==> src/rtl/psum_norm.sv <==
// Output normaliser for the core's psum bus: latches one psum vector, sums the
// magnitudes, then divides every element by that sum with one shared serial divider.
module psum_norm #(
  parameter int col     = 8,
  parameter int bw_psum = 20,
  parameter int bw_out  = 8
) (
  input  logic                   clk,
  input  logic                   reset,
  input  logic                   in_valid,
  output logic                   in_ready,
  input  logic [bw_psum*col-1:0] psum_in,
  output logic                   out_valid,
  input  logic                   out_ready,
  output logic [bw_out*col-1:0]  norm_out,
  output logic                   busy
);

  localparam int SW = bw_psum + $clog2(col);
  localparam int IW = (col > 1) ? $clog2(col) : 1;
  localparam int CW = (bw_out > 1) ? $clog2(bw_out) : 1;
  localparam int DW = bw_psum + bw_out;
  localparam logic [IW-1:0]       LastIdx = IW'(col - 1);
  localparam logic [CW-1:0]       LastBit = CW'(bw_out - 1);
  localparam logic [bw_out-2:0]   MaxMag  = '1;

  typedef enum logic [1:0] {IDLE, SUM, DIV, OUT} state_e;

  state_e                 state_q;
  logic [bw_psum*col-1:0] psum_q;
  logic [SW-1:0]          sum_q;
  logic [IW-1:0]          idx_q;
  logic [CW-1:0]          bitCnt_q;
  logic [SW-1:0]          rem_q;
  logic [bw_out-1:0]      lo_q;
  logic [bw_out*col-1:0]  norm_q;

  // One extra bit keeps the magnitude of the most negative psum exact.
  function automatic logic [bw_psum:0] absVal(input logic [bw_psum-1:0] x);
    logic [bw_psum:0] ext;
    ext = {x[bw_psum-1], x};
    return x[bw_psum-1] ? (~ext + (bw_psum+1)'(1)) : ext;
  endfunction

  logic [SW-1:0] sum_d;

  always_comb begin
    sum_d = '0;
    for (int q = 0; q < col; q++) begin
      sum_d = sum_d + SW'(absVal(psum_q[q*bw_psum +: bw_psum]));
    end
  end

  logic [bw_psum-1:0] elem;
  logic               elemNeg;
  logic [bw_psum:0]   elemAbs;
  logic [DW-1:0]      dividend;
  logic [SW-1:0]      remIn;
  logic [bw_out-1:0]  loIn;
  logic [SW:0]        trial;
  logic               qBit;
  logic [SW-1:0]      rem_d;
  logic [bw_out-1:0]  lo_d;
  logic [bw_out-2:0]  mag;
  logic [bw_out-1:0]  elem_d;

  // The first bit of each element starts from a fresh dividend so that no cycle
  // is spent loading it; the low register doubles as the quotient shift register.
  always_comb begin
    elem     = psum_q[idx_q*bw_psum +: bw_psum];
    elemNeg  = elem[bw_psum-1];
    elemAbs  = absVal(elem);
    dividend = {elemAbs, {(bw_out-1){1'b0}}};
    remIn    = (bitCnt_q == '0) ? SW'(dividend[DW-1:bw_out]) : rem_q;
    loIn     = (bitCnt_q == '0) ? dividend[bw_out-1:0] : lo_q;
    trial    = {remIn, loIn[bw_out-1]};
    qBit     = (trial >= {1'b0, sum_q});
    rem_d    = qBit ? SW'(trial - {1'b0, sum_q}) : trial[SW-1:0];
    lo_d     = {loIn[bw_out-2:0], qBit};
    mag      = (lo_d > {1'b0, MaxMag}) ? MaxMag : lo_d[bw_out-2:0];
    elem_d   = elemNeg ? (~{1'b0, mag} + bw_out'(1)) : {1'b0, mag};
  end

  always_ff @(posedge clk) begin
    if (reset) begin
      state_q  <= IDLE;
      psum_q   <= '0;
      sum_q    <= '0;
      idx_q    <= '0;
      bitCnt_q <= '0;
      rem_q    <= '0;
      lo_q     <= '0;
      norm_q   <= '0;
    end else begin
      case (state_q)
        IDLE: begin
          if (in_valid) begin
            psum_q  <= psum_in;
            state_q <= SUM;
          end
        end
        SUM: begin
          sum_q    <= sum_d;
          idx_q    <= '0;
          bitCnt_q <= '0;
          if (sum_d == '0) begin
            norm_q  <= '0;
            state_q <= OUT;
          end else begin
            state_q <= DIV;
          end
        end
        DIV: begin
          rem_q <= rem_d;
          lo_q  <= lo_d;
          if (bitCnt_q == LastBit) begin
            norm_q[idx_q*bw_out +: bw_out] <= elem_d;
            bitCnt_q <= '0;
            if (idx_q == LastIdx) begin
              state_q <= OUT;
            end else begin
              idx_q <= idx_q + IW'(1);
            end
          end else begin
            bitCnt_q <= bitCnt_q + CW'(1);
          end
        end
        OUT: begin
          if (out_ready) begin
            state_q <= IDLE;
          end
        end
        default: state_q <= IDLE;
      endcase
    end
  end

  assign in_ready  = (state_q == IDLE);
  assign out_valid = (state_q == OUT);
  assign busy      = (state_q == SUM) || (state_q == DIV);
  assign norm_out  = norm_q;

endmodule

==> config.mk <==
export PLATFORM = sky130hd
export DESIGN_NAME = psum_norm
export DESIGN_NICKNAME = d
export VERILOG_FILES = /design/src/rtl/psum_norm.sv
export SDC_FILE = /design/constraint.sdc
export NUM_CORES = 1
export LEC_CHECK = 0
export BUFFER_PORTS_ARGS = -buffer_cell sky130_fd_sc_hd__buf_4
export CELL_PAD_IN_SITES_DETAIL_PLACEMENT = 1
export CELL_PAD_IN_SITES_GLOBAL_PLACEMENT = 2
export CORE_UTILIZATION = 33
export DETAILED_ROUTE_END_ITERATION = 10
export GPL_ROUTABILITY_DRIVEN = 0
export MAX_ROUTING_LAYER = met4
export PLACE_DENSITY_LB_ADDON = 0.1
export SYNTH_ARGS = -nofsm -noshare
export SYNTH_HDL_FRONTEND = slang
export SYNTH_SLANG_ARGS = --single-unit
==> constraint.sdc <==
create_clock -name clk -period 6.2 [get_ports clk]
set_clock_uncertainty 0.2 [all_clocks]
set_input_delay 0.31 -clock clk [delete_from_list [all_inputs] [get_ports clk]]
set_output_delay 0.31 -clock clk [all_outputs]
set_load 0.05 [all_outputs]
==> results of run 1 <==
cells in the mapped netlist (4+ instances only):
master and n:
o21bai_1 4, or2_2 9, o211ai_1 12, mux2i_2 4, o32ai_1 57, dfxtp_1 286
nand2_1 484, nor3_2 4, nor4bb_1 6, o21ai_0 89, a21o_1 15, o41ai_1 19
a311oi_1 4, nand2b_1 30, mux2i_1 48, nand4_1 7, xor2_1 128, nor3b_1 7
inv_1 169, nor2_1 100, a21oi_1 240, fa_1 126, nor2b_1 17, nand3_1 28
o31ai_1 33, nor4b_1 5, and4_1 5, xnor2_1 58, nor3_1 43, mux4_2 39
o21ai_1 15, a211o_1 5, and3_1 13, nor4_1 12, o21a_1 5, a32o_1 4
and2_1 10, a211oi_1 18, ha_1 70, buf_2 8, clkbuf_1 102, or3_1 34
buf_1 16, nand3b_1 4, a31oi_1 5
layer usage:
metal | routed length [um] | GRT usage [%] | vias to the layer above
li1 | - | - | 9871
met4 | 4070 | 12.1 | 0
met3 | 3710 | 2.49 | 177
met1 | 36900 | 34.4 | 10400
met5 | 0 | - | -
met2 | 43900 | 47.9 | 545
state kept, by name (all words and copies together) (netlist names):
signal / flops
rem_q: 23
state_q: 2
idx_q: 3
lo_q: 8
bitCnt_q: 3
psum_q: 160
sum_q: 23
norm_out: 64
worst max-delay path: stages (launching register included):
cell and delay, ps:
dfxtp_2 320, nor3_2 160, buf_4 190, nand2b_4 70, nor4_4 300, nor3b_4 260, nand2_2 100, or3_4 380
o31ai_4 210, xor2_2 220, fa_2 480, fa_2 550, fa_1 430, fa_1 510, inv_2 50, ha_4 300
and4_4 220, o211ai_1 80, a21o_1 170, and3_4 170, a311oi_4 260, nor4b_4 90, and4_4 240, buf_6 140
o32ai_4 380, a32o_1 180
cell type report:
| cell class | count | area, um^2 |
|---|---|---|
| Fill cell | 7212 | 31700 |
| Multi-Input combinational cell | 1883 | 15200 |
| Timing Repair Buffer | 776 | 6390 |
| Sequential cell | 286 | 5740 |
| Clock buffer | 53 | 1060 |
| Tap cell | 837 | 1050 |
| Inverter | 171 | 642 |
| Clock inverter | 13 | 126 |
logic make-up (layout without fill, tap and decap cells):
group | count (synthesis) | count (layout) | share of synthesized area (%)
and+or+nand+nor | 832 | 832 | 18.2
AOI/OAI and AO/OA | 568 | 568 | 17.4
buffers and inverters | 301 | 1013 | 5.68
DFF | 286 | 286 | 27.6
adders and majority gates | 196 | 196 | 16.4
xor gates and xnor gates | 186 | 186 | 7.85
muxes | 93 | 93 | 6.99
other | 2 | 8 | 0.0362
through the flow:
step	area, um^2	utilization (%)	hold slack, ps	setup TNS (ps)	setup WS, ps
floorplan	21100	-	237	-14020	-248
global placement	26200	42.3	255	-45760	-824
detailed placement	26200	42.3	264	-54980	-989
CTS	29900	48.2	39.2	-27920	-477
global route	30200	48.8	98.8	-49410	-799
finish	30200	48.8	75.1	-30850	-538
worst paths after layout:
kind                 end  depth (start not counted)
min           state_q[0]                          5
min reg2reg  norm_out[6]                          1
max          norm_out[4]                         25
max reg2reg  norm_out[4]                         25
layout by cell type (no fill, tap or decap), types with 25 or more instances in the layout:
cell / Yosys / layout
xnor2_1: 58 / 52
clkbuf_16: 0 / 36
dfxtp_1: 286 / 278
nor3_1: 43 / 33
fa_1: 126 / 117
ha_1: 70 / 57
or3_1: 34 / 25
nand2b_1: 30 / 26
nand3_1: 28 / 28
dlygate4sd3_1: 0 / 160
buf_4: 1 / 595
inv_1: 169 / 163
o32ai_1: 57 / 43
mux4_2: 39 / 39
xor2_1: 128 / 110
nor2_1: 100 / 95
o21ai_0: 89 / 69
mux2i_1: 48 / 48
nand2_1: 484 / 473
a21oi_1: 240 / 224
timing repair:
item	CTS	global route
buffers inserted	14	4
endpoints found under the hold margin	160	0
setup endpoints to repair	65	74
pin swaps	66	43
cloned	0	0
resized for setup	145	64
hold buffers	160	0
==> impl_metrics.ini, run 1 <==
[outcome]
status = finished with violations
violations = setup timing

[clock_network]
path_clk_slew_ps = 60
cts.sinks = 286
clock_path_buffers = 3
cts_buffers = 36
clk_latency_ps = 580
cts_tree = yes
cts-root-buf = clkbuf_16
ctsHtreeMaxLevel = 2

[placement]
dp_cells = 3775
dp_hpwl_um = 69300
io_buffers = 230

[drt]
postRouteAntennaNets = 0
drcViolationCount = 0
wire_per_inst_um = 22.0
via_per_inst = 5.23
drt-pass1-iter-count = 5
routed_wl_um = 88600
dr_total_vias = 21000
dr.first_iter.drc_count = 1127

[synth]
netlist_area_um2 = 20800
ys_types = 88
ys_seq_area_share_pct = 27.6
yosys_warnings = 0
ys.flop_type = dfxtp_1
synth_edf_count = 0
syn_inst = 2464
syn_area_per_cell_um2 = 8.43
ys_seq_elements = 286
synth_top_area_cell = dfxtp_1
ys_async_sr_fraction_pct = 0
synth_top_area_share_pct = 27.6
yosys-top-cells-area = dfxtp_1, fa_1, nand2_1, a21oi_1, xor2_1

[cells_and_area]
area_growth_pct = 45.6
diodes = 0
fin_cells = 4019
drive_above_1_share_pct = 29.6
nets = 3514

[min_path]
worstHoldStart = out_ready
hold_class = input port to flip-flop

[worst_setup_path]
crit_type = flip-flop to flip-flop
critPathLaunchType = flip-flop
arrival_ps = 7040
crit_required_ps = 6500
rr_startpoint = psum_q[2]
end_kind = flip-flop
cp_max_fo = 7
ff2ff_setup_slack_ps = -540
cp-startpoint = psum_q[2]

[timing]
finalSetupViolCount = 65
fmax_mhz = 148
min_period_ps = 6740
relSlewSlack_pct = 30.2
drv_slew = 0
tightest_slew_ps = 1050
hold_viol = 0
fin_crit_sh_pct = 109
rsz0062_at_grt = yes
setup_slack_ps = -538

[floorplanning]
die_x_um = 253
io_pins = 231
placementRows = 91
die_area_um2 = 63900
start_util_pct = 33.5
core_um2 = 61900
fp.dieH_um = 253

[grt]
grt_pass1_wl_um = 134000
grt_max_degree = 161
grt_pass1_vias = 22400
overflow = 0
grt_use_total_pct = 28.3
grt_antenna_before_repair = 3

[flow_run]
drv_cap = 0
Power of run 1 is not shown: default switching activity piles up to over one toggle a cycle in this logic, so the estimate is an artifact.
==> inputs of run 2 (changes only) <==
- CORE_UTILIZATION: 33 -> 39
- clock period: 6.2 -> 7.75 ns (I/O delays scaled with it)
==> run 2 against run 1 <==
The flow now finishes without violations. Maximum frequency decreased by 9.7%. First-iteration DRC count increased by 4.1%. Final area decreased by 13%. Count of clock-buffer cells in the layout decreased by 8. Critical path depth decreased by 1. Sequential cell count unchanged. Non-clock buffer count decreased by 324. Global-route usage increased by 2.1 points. Routed wire length decreased by 8.9%. Worst setup slack improved by 830 ps. Die area decreased by 15%.
==> impl_metrics.ini, run 2 (synthesis gave the netlist of run 1 again) <==
[worst_setup_path]
rr_startpoint = psum_q[84]
slowest_stage = fa_1
crit_cells = 24
slowest_delay_ps = 570
ff2ff_setup_slack_ps = 290
crit_type = flip-flop to flip-flop
cp_top_family = simple AND/OR/NAND/NOR gates
end_kind = flip-flop
cp_max_fo = 13
reg2reg_to = norm_out[53]
ff2ff_path_depth = 24
arrival_ps = 7720
crit_required_ps = 8010
critPathLaunchType = flip-flop
crit_chain = nor3_1 -> nand3_1 -> or3_1 -> nand2b_1 -> or3_1 -> nor4bb_1 -> fa_1 -> inv_1 -> fa_1 -> fa_1 -> fa_1 -> inv_1 -> ha_1 -> nand2_1 -> nor2_1 -> nand2_1 -> a211o_1 -> and3_1 -> nor4b_2 -> and4_2 -> buf_12 -> o21ai_1 -> buf_4 -> o32ai_1
critPathBufInv = 4
crit_path_frequent_cell = fa_1

[grt]
grt_pass1_wl_um = 122000
grt_max_degree = 118
overflow = 0
grt_use_total_pct = 30.4
grt_pass1_vias = 20700
grt_antenna_before_repair = 0

[clock_network]
cts_tree = yes
cts_buffers = 34
cts_setup_buffers = 0
cts.sinks = 286
cts-root-buf = clkbuf_16
clock_path_buffers = 3
clk_latency_ps = 570
path_clk_slew_ps = 60
ctsHtreeMaxLevel = 2

[drt]
dr_total_vias = 19800
routed_wl_um = 80700
dr.first_iter.drc_count = 1173
postRouteAntennaNets = 0
drcViolationCount = 0
drt-pass1-iter-count = 5
wire_per_inst_um = 22.8
via_per_inst = 5.59

[flow_run]
drv_cap = 0

[cells_and_area]
drive_above_1_share_pct = 15.3
largest_register_ffs = 160
area_growth_pct = 26.3
regMostFlops = psum_q
layout_commonest_cell = nand2_1
fin_area_um2 = 26200
nets = 3188
final_cell_mix = nand2_1, buf_4, dfxtp_1
post-route-util_pct = 49.9

[min_path]
hold_class = input port to flip-flop
holdPathEnd = state_q[0]
worstHoldStart = out_ready
hold_depth = 5

[timing]
finalSetupTns_ps = 0
tightest_slew_ps = 980
drv_slew = 0
fin_crit_sh_pct = 96.2
fmax_mhz = 134
relSlewSlack_pct = 34.4
hold_viol = 0
min_period_ps = 7460
rsz0062_at_grt = no
hold_ws_ps = 140
finalSetupViolCount = 0

[floorplanning]
placementRows = 84
start_util_pct = 39.5
fp.dieH_um = 233
die_area_um2 = 54200
die_x_um = 233
io_pins = 231
core_um2 = 52600

[placement]
io_buffers = 230
dp_hpwl_um = 62100
placed_cell_area_um2 = 23300

[outcome]
status = finished, final reports clean
==> run 2: layout make-up <==
type / count / area [um^2]
inverters: 171 / 642
clock inverters: 14 / 218
fillers: 6139 / 26300
repair buffers: 452 / 3820
clock buffers: 45 / 932
well taps: 688 / 861
multi-input cells: 1883 / 14000
flip-flops and latches: 286 / 5730
diodes: 1 / 2.50
==> run 2: worst max path at each step <==
stage / start / end / slack, ps
floorplan: psum_q[22] / norm_out[39] / 950
global placement: psum_q[22] / norm_out[4] / 360
detailed placement: psum_q[22] / norm_out[47] / 150
CTS: psum_q[22] / norm_out[47] / 3
global route: psum_q[102] / norm_out[36] / 2
finish: psum_q[84] / norm_out[53] / 290
==> run 2: repair_timing <==
| action | 4_1_cts | 5_1_grt |
|---|---|---|
| endpoints found under the hold margin | 160 | 0 |
| pin swaps | 0 | 1 |
| resized for setup | 1 | 24 |
| hold buffers | 160 | 0 |
| setup endpoints to repair | 3 | 65 |
==> run 2: tightest hold or removal path: stages <==
cell and delay, ps:
buf_4 110, inv_1 50, a222oi_1 130, o21ai_0 100, a211oi_1 70
==> run 2: through the flow <==
stage / setup slack, ps / std cells
2_1_floorplan: 949 / 2470
3_5_place_dp: 149 / 3320
3_3_place_gp: 362 / 3320
4_1_cts: 3.12 / 3539
5_1_grt: 1.54 / 3539
6_report: 292 / 3540
==> run 2: per-layer routing <==
metal | part of all wire (%) | wire length [um] | GRT usage (%) | vias up
li1 | - | - | - | 9237
met1 | 42 | 33700 | 36.2 | 9867
met2 | 50 | 40200 | 51.7 | 531
met3 | 4.0 | 3260 | 3.43 | 156
met4 | 4.4 | 3560 | 12.8 | 0
met5 | 0 | 0 | - | -
Power of run 2 is left out for the same reason.
